**src/rtl/rca_mul_seq_if.sv**
```systemverilog
// Request/result handshake and shared-adder port bundle for rca_mul_seq.
// slave = the sequencer; master = requester plus the external ripple-carry adder.
interface rca_mul_seq_if #(parameter int N = 32);
  logic           req_valid;
  logic           req_ready;
  logic [N-1:0]   op_a;
  logic [N-1:0]   op_b;
  logic           abort;
  logic           busy;
  logic           res_valid;
  logic           res_ready;
  logic [2*N-1:0] res_product;
  logic [N-1:0]   add_a;
  logic [N-1:0]   add_b;
  logic [N-1:0]   add_sum;
  logic           add_cout;

  modport slave (
    input  req_valid, op_a, op_b, abort, res_ready, add_sum, add_cout,
    output req_ready, busy, res_valid, res_product, add_a, add_b
  );

  modport master (
    output req_valid, op_a, op_b, abort, res_ready, add_sum, add_cout,
    input  req_ready, busy, res_valid, res_product, add_a, add_b
  );
endinterface

```
**src/rtl/rca_mul_seq.sv**
```systemverilog
// Unsigned N x N -> 2N shift-and-add multiplier driving one shared external N-bit adder.
// Optional MUL_EARLY_EXIT_EN: a zero operand skips the iterations and goes straight to DONE.
module rca_mul_seq #(
  parameter int N = 32
) (
  input  logic          clk,
  input  logic          rst,
  rca_mul_seq_if.slave  bus
);
  localparam int CW = (N > 1) ? $clog2(N) : 1;

  typedef enum logic [1:0] {IDLE, RUN, DONE} state_t;

  state_t          state;
  logic [N-1:0]    mcand;
  logic [N-1:0]    acc_hi;
  logic [N-1:0]    acc_lo;
  logic [CW-1:0]   cnt;
  logic            req_ready_q;
  logic            busy_q;
  logic            res_valid_q;
  logic            early;

`ifdef MUL_EARLY_EXIT_EN
  assign early = (bus.op_a == '0) || (bus.op_b == '0);
`else
  assign early = 1'b0;
`endif

  always_ff @(posedge clk) begin
    if (rst) begin
      state       <= IDLE;
      mcand       <= '0;
      acc_hi      <= '0;
      acc_lo      <= '0;
      cnt         <= '0;
      req_ready_q <= 1'b1;
      busy_q      <= 1'b0;
      res_valid_q <= 1'b0;
    end else begin
      case (state)
        IDLE: begin
          if (bus.req_valid) begin
            mcand       <= bus.op_a;
            cnt         <= '0;
            req_ready_q <= 1'b0;
            if (early) begin
              acc_hi      <= '0;
              acc_lo      <= '0;
              state       <= DONE;
              res_valid_q <= 1'b1;
            end else begin
              acc_hi <= '0;
              acc_lo <= bus.op_b;
              state  <= RUN;
              busy_q <= 1'b1;
            end
          end
        end
        RUN: begin
          if (bus.abort) begin
            state       <= IDLE;
            busy_q      <= 1'b0;
            req_ready_q <= 1'b1;
          end else begin
            // carry-out lands in the top bit, so the 2N-bit shift never loses a bit
            {acc_hi, acc_lo} <= {bus.add_cout, bus.add_sum, acc_lo[N-1:1]};
            cnt              <= cnt + 1'b1;
            if (cnt == CW'(N-1)) begin
              state       <= DONE;
              busy_q      <= 1'b0;
              res_valid_q <= 1'b1;
            end
          end
        end
        DONE: begin
          if (bus.res_ready) begin
            state       <= IDLE;
            res_valid_q <= 1'b0;
            req_ready_q <= 1'b1;
          end
        end
        default: begin
          state       <= IDLE;
          req_ready_q <= 1'b1;
          busy_q      <= 1'b0;
          res_valid_q <= 1'b0;
        end
      endcase
    end
  end

  // Adder operands are gated to zero outside RUN to keep the shared adder quiet.
  assign bus.add_a       = busy_q ? acc_hi : '0;
  assign bus.add_b       = (busy_q && acc_lo[0]) ? mcand : '0;
  assign bus.req_ready   = req_ready_q;
  assign bus.busy        = busy_q;
  assign bus.res_valid   = res_valid_q;
  assign bus.res_product = {acc_hi, acc_lo};
endmodule

```
**src/flat_wrapper.sv**
```systemverilog
// flat-port wrapper written by rule: the top's interface ports become plain ports
module rca_mul_seq_flat 
#(
  parameter int N = 32
)
  (clk, rst, bus_req_valid, bus_op_a, bus_op_b, bus_abort, bus_res_ready, bus_add_sum, bus_add_cout, bus_req_ready, bus_busy, bus_res_valid, bus_res_product, bus_add_a, bus_add_b);
  rca_mul_seq_if #(.N(N)) bus_i ();
  input  logic clk;
  input  logic rst;
  input wire logic [$bits(bus_i.req_valid)-1:0] bus_req_valid;
  input wire logic [$bits(bus_i.op_a)-1:0] bus_op_a;
  input wire logic [$bits(bus_i.op_b)-1:0] bus_op_b;
  input wire logic [$bits(bus_i.abort)-1:0] bus_abort;
  input wire logic [$bits(bus_i.res_ready)-1:0] bus_res_ready;
  input wire logic [$bits(bus_i.add_sum)-1:0] bus_add_sum;
  input wire logic [$bits(bus_i.add_cout)-1:0] bus_add_cout;
  output wire logic [$bits(bus_i.req_ready)-1:0] bus_req_ready;
  output wire logic [$bits(bus_i.busy)-1:0] bus_busy;
  output wire logic [$bits(bus_i.res_valid)-1:0] bus_res_valid;
  output wire logic [$bits(bus_i.res_product)-1:0] bus_res_product;
  output wire logic [$bits(bus_i.add_a)-1:0] bus_add_a;
  output wire logic [$bits(bus_i.add_b)-1:0] bus_add_b;
  assign bus_i.req_valid = bus_req_valid;
  assign bus_i.op_a = bus_op_a;
  assign bus_i.op_b = bus_op_b;
  assign bus_i.abort = bus_abort;
  assign bus_i.res_ready = bus_res_ready;
  assign bus_i.add_sum = bus_add_sum;
  assign bus_i.add_cout = bus_add_cout;
  assign bus_req_ready = bus_i.req_ready;
  assign bus_busy = bus_i.busy;
  assign bus_res_valid = bus_i.res_valid;
  assign bus_res_product = bus_i.res_product;
  assign bus_add_a = bus_i.add_a;
  assign bus_add_b = bus_i.add_b;
  rca_mul_seq #(.N(N)) u_core (.clk(clk), .rst(rst), .bus(bus_i));
endmodule
```
**config.mk**
```make
export PLATFORM = sky130hd
export DESIGN_NAME = rca_mul_seq_flat
export DESIGN_NICKNAME = d
export VERILOG_FILES = /design/src/rtl/rca_mul_seq_if.sv /design/src/rtl/rca_mul_seq.sv /design/src/flat_wrapper.sv
export SDC_FILE = /design/constraint.sdc
export NUM_CORES = 1
export LEC_CHECK = 0
export ABC_CLOCK_PERIOD_IN_PS = 1700
export BUFFER_PORTS_ARGS = -buffer_cell sky130_fd_sc_hd__buf_2
export CELL_PAD_IN_SITES_DETAIL_PLACEMENT = 1
export CELL_PAD_IN_SITES_GLOBAL_PLACEMENT = 1
export CORE_MARGIN = 1
export CORE_UTILIZATION = 33
export DETAILED_ROUTE_END_ITERATION = 16
export MAX_ROUTING_LAYER = met4
export PLACE_DENSITY = 0.81
export SKIP_LAST_GASP = 1
export SLEW_MARGIN = 20
export SYNTH_ARGS = -nofsm -noshare
export SYNTH_HDL_FRONTEND = slang
export SYNTH_SLANG_ARGS = --single-unit
```
**constraint.sdc**
```tcl
create_clock -name clk -period 1.7 [get_ports clk]
set_input_delay 0.34 -clock clk [delete_from_list [all_inputs] [get_ports clk]]
set_output_delay 0.34 -clock clk [all_outputs]
set_load 0.02 [all_outputs]
```
==> impl_metrics.toml, run 1 <==
[run_status]
outcome = "complete, but fails checks"
failed_checks = "design-rule violations"

[flow_run]
drv_cap = 0

[floorplan]
die_w_um = 126
die_height_um = 126
core-area_um2 = 14700
die_area_um2 = 15800
fp-row-count = 44
ios = 233
initial_core_util_pct = 34.3

[logic_synthesis]
syn-num-nets = 685
synth_area_um2 = 5040
synth_warnings = 0
yosysTopAreaCell = "dfxtp_1"
synthTopCellsByCount = "dfxtp_1 (106), nand2_1 (98), nor2_1 (69)"
synthAdderAreaFrac_pct = 0.497
ys_seq_area_share_pct = 42.1
syn_avg_cell_area_um2 = 8.67
synth.most_common_cell = "dfxtp_1"
synth_top_family_by_area = "simple AND/OR/NAND/NOR gates"
synthFlopType = "dfxtp_1"
synthArstFlopShare_pct = 0
synth.area.mux_share_pct = 7.18
synth_xor_area_share_pct = 0.174
synth_compound_gate_area_share_pct = 14.1
synth-seq-cells = 106
netlist.area_leader.share_pct = 42.1
ys_top_cells_by_area = "dfxtp_1 (42%), a2111oi_2 (9.5%), nand2_1 (7.3%)"
yosys.area_share.simple_pct = 27.6
synthDistinctLibCells = 34
synth_edf_count = 0
syn_inst = 581

[critical_path]
end_kind = "output pin"
reg2regPathDepth = 4
cp.required_ns = 1.36
reg2reg_slack_ns = 0.12
path_cells = "buf_12, and3_1, buf_2"
critPathArrivalTime_ns = 1.28
critical_path.slowest_cell = "dfxtp_4"
reg2reg_from = "u_core.state[0]"
crit_type = "reg2out"
cp-start-kind = "flip-flop"
critPathMaxFanout = 30
slowest_delay_ns = 0.39
r2r-end = "u_core.acc_lo[22]"

[final_layout]
stdcell_area_um2 = 6780
nets = 903
post-route-util_pct = 46.1
areaGrowthSynthToFinish_pct = 34.6
diodes = 0
layout-drive-gt1-share_pct = 38.6
regArea_um2 = 2130
fill_cells = 1808
multi_input_area_um2 = 2520

[place]
numPortBuffers = 232
routabilityCongestion = 0.775
dpl.hpwl_um = 10600
post_dp_cell_area_um2 = 6420

[grt]
grt_pass1_vias = 4823
antenna_found_initial = 0
grt_max_degree = 60
grtUsageTotal_pct = 19.8
grt_overflow = 0
grt_first_pass_wirelength_um = 24200

[sta]
post-route-period-util_pct = 95.1
finalSetupTns_ns = 0
rsz0062_at_grt = "true"
hold_viol_final = 0
fmax_mhz = 619
drv_slew = 0
period_minus_slack_ns = 1.62
worst_slew_pin_slew_ns = 0.381
slew_headroom_pct = 74.6
skew_ns = 0.00550
setup_violations = 0

[clock_network]
post-cts-setup-buffer-count = 0
clock_latency_ns = 0.34
htree_levels = 3
cts_tree = "yes"
clock_path_buffers = 2
clkTransAtPathRegs_ns = 0.07
root_buffer = "clkbuf_16"
hold_buffers = 0
cts.sinks = 106
cts_buffers = 9
cts_resized = 0

[route]
vias = 4754
wl_per_cell_um = 15.3
drt_iter0_markers = 172
drc = 18
wl_um = 15100
drtPass1Iterations = 13
ant_nets = 0
vias_per_cell = 4.82

[min_path]
worst_hold_path.endpoint = "u_core.mcand[30]"
hp-class = "in2reg"
min_path_cells = 3
min_from = "bus_op_a[30]"

[power]
ir_drop_uv = 417
powerDensity_nw_per_um2 = 902
leakagePower_nw = 3.39
[where the power goes]
part,leakage (nW),total (mW),switching [mW],internal (mW)
Sequential,0.870,2.74,0.106,2.63
Clock,0.156,2.28,0.911,1.37
Combinational,2.37,1.10,0.638,0.464
Total,3.39,6.12,1.65,4.46
[worst max-delay path: cells and delay by family, from the launching register on]
kind | cells | cell delay, ns
buffers and inverters | 2 | 0.35
flip-flops | 1 | 0.39
AND/OR/NAND/NOR | 1 | 0.18
[sequential cells by signal (all words and copies together), names as in the netlist]
register and cells:
u_core.acc_hi 32, u_core.acc_lo 32, u_core.mcand 32, u_core.cnt 5
u_core.state 2, u_core.bus.busy 1, u_core.bus.req_ready 1, u_core.bus.res_valid 1
[kinds of logic (layout without fill, tap and decap cells)]
family	count (synthesis)	count (layout)
simple gates	283	283
flops	106	106
buf+inv	80	302
compound gates	73	73
mux	36	36
fa+ha+maj	2	2
xor+xnor	1	1
[placed cells by master, fill, tap and decap left out]
master,synthesis,layout
ha_1,2,2
nor4bb_4,0,1
a21o_4,1,1
bufinv_16,0,2
buf_2,13,231
a211o_1,1,1
nor3b_4,1,2
mux2i_1,35,35
nand2b_1,37,37
buf_12,0,9
mux2_2,1,1
nor3_1,3,3
nand3_1,1,1
nand2_1,98,98
a211oi_1,2,2
and3_1,33,33
dfxtp_1,106,105
dfxtp_4,0,1
and4bb_2,1,1
clkbuf_1,21,2
nor2b_1,1,1
inv_1,32,32
a21oi_1,35,35
or3b_2,1,2
o31ai_1,1,1
and2_1,32,32
a2111oi_2,32,32
clkbuf_8,0,2
nor2_1,69,69
o21a_1,1,1
xnor2_1,1,1
buf_4,1,14
nor3b_1,1,1
nand2b_4,1,1
nand3b_1,1,1
clkbuf_16,0,10
[stage by stage]
stage | power [mW] | hold slack (ns) | setup WS, ns | cells
after floorplan | 3.48 | 0.432 | 0.184 | 581
after global placement | 3.86 | 0.438 | 0.112 | 971
after detailed placement | 3.89 | 0.444 | 0.0587 | 971
after CTS | 6.18 | 0.214 | 0.0126 | 986
after global routing | 6.39 | 0.233 | -0.0144 | 987
final | 6.12 | 0.228 | 0.0836 | 987
[final cells by class]
cell class	instances	share of cell area, %
clock buffer	13	3.84
clock inverter	2	0.886
inverter	32	1.77
multi-input combinational	395	37.1
sequential	106	31.4
tap	184	3.40
timing repair buffer	255	21.6
[how the worst max path moves through the flow]
| stage | startpoint | end | slack [ns] | depth (start not counted) |
|---|---|---|---|---|
| floorplan | u_core.bus.busy | bus_add_b[10] | 0.18 | 3 |
| global placement | bus_abort | u_core.acc_lo[12] | 0.11 | 5 |
| detailed placement | bus_abort | u_core.acc_lo[17] | 0.06 | 5 |
| CTS | u_core.bus.busy | bus_add_a[12] | 0.01 | 3 |
| global route | u_core.state[0] | u_core.acc_hi[17] | -0.01 | 5 |
| finish | u_core.bus.busy | bus_add_b[7] | 0.08 | 3 |
[routing by layer]
layer	global-route usage, %	share of wire (%)	vias up
met2	33.3	48	148
met1	23.5	45	2235
met5	-	0	-
met4	8.18	2.2	0
met3	2.95	4.7	22
li1	-	-	2349
Power figures use the tool's default switching activity.
==> run 2: changes to the inputs <==
--- a/config.mk
+++ b/config.mk
@@ -7,13 +7,11 @@
 export LEC_CHECK = 0
 export ABC_CLOCK_PERIOD_IN_PS = 1700
 export BUFFER_PORTS_ARGS = -buffer_cell sky130_fd_sc_hd__buf_2
-export CELL_PAD_IN_SITES_DETAIL_PLACEMENT = 1
-export CELL_PAD_IN_SITES_GLOBAL_PLACEMENT = 1
 export CORE_MARGIN = 1
-export CORE_UTILIZATION = 33
+export CORE_UTILIZATION = 47
 export DETAILED_ROUTE_END_ITERATION = 16
 export MAX_ROUTING_LAYER = met4
-export PLACE_DENSITY = 0.81
+export PLACE_DENSITY = 0.82
 export SKIP_LAST_GASP = 1
 export SLEW_MARGIN = 20
 export SYNTH_ARGS = -nofsm -noshare
==> run 2 against run 1 <==
The run now ends clean. Largest cell class unchanged. Die area down 29%. Sequential power about the same. Final area down 3.6%. Largest power group unchanged. Clock skew up 0.0071 ns. Sequential share of layout area up 1.1 points. Core utilization up 17 points. Combinational power about the same.
==> impl_metrics.toml, run 2 (synthesized netlist as in run 1, its figures left out) <==
[critical_path]
cp-start-kind = "flip-flop"
critPathMaxFanout = 36
cp.required_ns = 1.36
slowest_delay_ns = 0.38
critical_path.slowest_cell = "dfxtp_2"
crit_type = "reg2out"
critPathArrivalTime_ns = 1.26
reg2regPathDepth = 6
path_cells = "buf_12, and3_1, buf_2"
end_kind = "output pin"

[grt]
grt_pass1_vias = 4299
grt_first_pass_wirelength_um = 20000
grt_overflow = 0
antenna_found_initial = 0
grtUsageTotal_pct = 22.8
grt_max_degree = 49

[place]
routabilityCongestion = 0.756
dpl.hpwl_um = 8790
numPortBuffers = 232
dp_slack_ns = 0.111

[route]
vias_per_cell = 5.01
ant_nets = 0
drc = 0
vias = 4689
drt_iter0_markers = 261
wl_per_cell_um = 13.3
drtPass1Iterations = 4
wl_um = 12400

[final_layout]
layout-drive-gt1-share_pct = 38.4
diodes = 0
final_common_cell = "buf_2"
areaGrowthSynthToFinish_pct = 29.8
final_cell_mix = "buf_2 (231), dfxtp_1 (104), nand2_1 (98)"
nets = 900
largestRegisters = "u_core.acc_hi (32), u_core.acc_lo (32), u_core.mcand (32)"

[sta]
rsz0062_at_grt = "false"
setup_ws_ns = 0.0950
setup_violations = 0
hold_viol_final = 0
skew_ns = 0.0126
drv_slew = 0
post-route-period-util_pct = 94.4
fmax_mhz = 623
worst_slew_pin_slew_ns = 0.382
finalSetupTns_ns = 0
period_minus_slack_ns = 1.60
slew_headroom_pct = 74.5

[floorplan]
initial_core_util_pct = 48.6
die_area_um2 = 11100
die_height_um = 106
core-area_um2 = 10400
ios = 233
die_w_um = 106
fp-row-count = 37

[power]
powerDensity_nw_per_um2 = 794
leakagePower_nw = 3.29
ir_drop_uv = 527

[clock_network]
htree_levels = 3
cts_buffers = 9
cts_tree = "yes"
cts.sinks = 106
clock_path_buffers = 2
hold_buffers = 0
clkTransAtPathRegs_ns = 0.10
root_buffer = "clkbuf_8"
post-cts-setup-buffer-count = 0
clock_latency_ns = 0.36

[flow_run]
drv_cap = 0

[min_path]
hp-class = "in2reg"
min_path_cells = 3

[run_status]
outcome = "finished, final reports clean"
run 2: cell types whose count changed in the layout (fill, tap and decap cells not counted), sizes merged:
cell / before / now
buf: 254 / 252
bufinv: 2 / 0
clkinvlp: 0 / 4
clkbuf: 14 / 11
run 2: worst paths after layout:
path | end | from | slack (ns)
max | bus_add_b[7] | u_core.bus.busy | 0.1
max reg2reg | u_core.bus.res_valid | u_core.cnt[0] | 0.13
min reg2reg | u_core.mcand[9] | u_core.mcand[9] | 0.46
min | u_core.mcand[23] | bus_op_a[23] | 0.20
run 2: layout make-up:
cell class / count / area (um^2)
sequential: 106 / 2120
clock inverter: 4 / 30.0
multi-input combinational: 395 / 2500
tap: 136 / 170
fill: 936 / 3830
clock buffer: 11 / 131
inverter: 32 / 120
timing repair buffer: 252 / 1460
run 2: critical path, delay by kind of cell, from the launching register on:
family | cells | cell delay, ns
and+or+nand+nor | 1 | 0.18
buffers and inverters | 2 | 0.34
DFF | 1 | 0.38
run 2: report_power, final:
| group | total, mW | internal [mW] | leakage (nW) | switching, mW |
|---|---|---|---|---|
| Sequential | 2.74 | 2.63 | 0.870 | 0.106 |
| Clock | 1.37 | 0.527 | 0.0677 | 0.848 |
| Combinational | 1.07 | 0.465 | 2.35 | 0.609 |
| Total | 5.19 | 3.63 | 3.29 | 1.56 |
run 2: what timing repair did:
| action | CTS | global route |
|---|---|---|
| gates cloned | 0 | 0 |
| resized for setup | 2 | 5 |
| endpoints found under the setup margin | 29 | 45 |
run 2: routing by layer:
metal / global-route usage (%) / up-vias / share of wire (%)
li1: - / 2329 / -
met1: 26.8 / 2188 / 44
met2: 39.1 / 160 / 49
met3: 4.58 / 12 / 5.8
met4: 7.14 / 0 / 1.2
met5: - / - / 0
run 2: metrics by stage:
step	total power, mW	hold slack, ns	instance area (um^2)	cells	utilization [%]
detailed placement	3.86	0.444	6350	921	61.3
floorplan	3.48	0.432	5040	581	-
CTS	5.24	0.184	6520	936	62.9
global route	5.46	0.182	6540	936	63.0
global placement	3.85	0.438	6350	921	61.3
finish	5.19	0.202	6540	936	63.0
==> run 3: changes to the inputs <==
--- a/config.mk
+++ b/config.mk
@@ -11,7 +11,7 @@
 export CORE_UTILIZATION = 47
 export DETAILED_ROUTE_END_ITERATION = 16
 export MAX_ROUTING_LAYER = met4
-export PLACE_DENSITY = 0.82
+export PLACE_DENSITY = 0.88
 export SKIP_LAST_GASP = 1
 export SLEW_MARGIN = 20
 export SYNTH_ARGS = -nofsm -noshare
==> run 3 against run 2 <==
Flip-flop and latch count unchanged. Via count unchanged. Critical endpoint is now bus_add_b[1]. Clock skew decreased by 0.0023 ns. Final area increased by 1.1%. Core utilization increased by 0.70 points. Hold slack improved by 0.0052 ns. Register-to-register slack got worse by 0.03 ns.
==> impl_metrics.toml, run 3 (synthesized netlist as in run 1, its figures left out) <==
[route]
ant_nets = 0
drt_iter0_markers = 250
wl_um = 12900
vias = 4689
vias_per_cell = 4.99
drc = 0
drtPass1Iterations = 4
wl_per_cell_um = 13.8

[sta]
skew_ns = 0.0103
worst_slew_pin_slew_ns = 0.622
period_minus_slack_ns = 1.64
drv_slew = 0
hold_viol_final = 0
setup_violations = 0
post-route-period-util_pct = 96.3
slew_headroom_pct = 58.5
rsz0062_at_grt = "true"
finalSetupTns_ns = 0
fmax_mhz = 611

[power]
ir_drop_uv = 547
leakagePower_nw = 3.34
powerDensity_nw_per_um2 = 803

[place]
dp_cells = 920
dpl.hpwl_um = 8520
routabilityCongestion = 0.788
numPortBuffers = 232
post_dp_cell_area_um2 = 6330

[floorplan]
die_height_um = 106
core-area_um2 = 10400
fp-row-count = 37
die_w_um = 106
ios = 233
initial_core_util_pct = 48.6
die_area_um2 = 11100

[clock_network]
clock_path_buffers = 2
cts.sinks = 106
cts_tree = "yes"
htree_levels = 3
cts_buffers = 9
clock_latency_ns = 0.36
clkTransAtPathRegs_ns = 0.10
root_buffer = "clkbuf_8"

[critical_path]
cp.required_ns = 1.36
critPathMaxFanout = 17
critPathArrivalTime_ns = 1.30
cp-start-kind = "flip-flop"
end_kind = "output pin"
crit_type = "reg2out"

[final_layout]
largestRegisters = "u_core.acc_hi (32), u_core.acc_lo (32), u_core.mcand (32)"
areaGrowthSynthToFinish_pct = 31.3
final_common_cell = "buf_2"
post-route-util_pct = 63.7
final_cell_mix = "buf_2 (231), dfxtp_1 (103), nand2_1 (98)"
stdcell_area_um2 = 6610
layout-drive-gt1-share_pct = 39.2
nets = 902
diodes = 0
finalNonFillerCells = 939

[grt]
grt_first_pass_wirelength_um = 20300
antenna_found_initial = 0
grt_overflow = 0
grt_pass1_vias = 4287
grtUsageTotal_pct = 23.0
grt_max_degree = 59

[run_status]
outcome = "finished, final reports clean"

[min_path]
hp-class = "in2reg"

[flow_run]
drv_cap = 0
run 3: worst paths after layout:
check	startpoint	endpoint	slack (ns)	cells after the start
min reg2reg	u_core.mcand[17]	u_core.mcand[17]	0.46	2
min	bus_op_a[12]	u_core.mcand[12]	0.21	3
max reg2reg	u_core.state[1]	u_core.acc_lo[19]	0.10	5
max	u_core.bus.busy	bus_add_b[1]	0.06	3
run 3: final cells by class:
cell class | count | area [um^2]
Clock buffer | 10 | 138
Tap cell | 136 | 170
Clock inverter | 6 | 50.0
Inverter | 32 | 120
Timing Repair Buffer | 253 | 1480
Sequential cell | 106 | 2130
Fill cell | 942 | 3760
Multi-Input combinational cell | 396 | 2520
run 3: metal layers:
layer | routed length (um) | global-route usage, % | part of all wire (%) | vias up
met1 | 5610 | 27.5 | 43 | 2182
met4 | 90 | 5.95 | 0.70 | 0
met2 | 6550 | 40.2 | 51 | 159
met5 | 0 | - | 0 | -
li1 | - | - | - | 2339
met3 | 687 | 3.83 | 5.3 | 9
run 3: timing repair:
| action | CTS | global route |
|---|---|---|
| setup buffers | 0 | 0 |
| endpoints found under the setup margin | 37 | 24 |
| resized for setup | 4 | 6 |
| gates cloned | 2 | 1 |
| hold buffers | 0 | 0 |
run 3: metrics by stage:
step	worst slack, ns	hold WS [ns]	power (mW)
after floorplan	0.184	0.432	3.48
after CTS	0.00174	0.178	5.36
after detailed placement	-0.0599	0.444	3.84
final	0.0637	0.207	5.31
after global routing	-0.000511	0.185	5.58
after global placement	-0.0112	0.438	3.82
run 3: where the power goes:
part           leakage, nW  switching, mW  internal, mW
clock               0.0948          0.887         0.592
combinational         2.37          0.624         0.468
sequential           0.871          0.105          2.63
total                 3.34           1.62          3.69
run 3: critical path, cell delays in order, from the launching register on:
cell and delay, ns:
dfxtp_4 0.43, buf_12 0.16, and3_1 0.18, buf_2 0.17
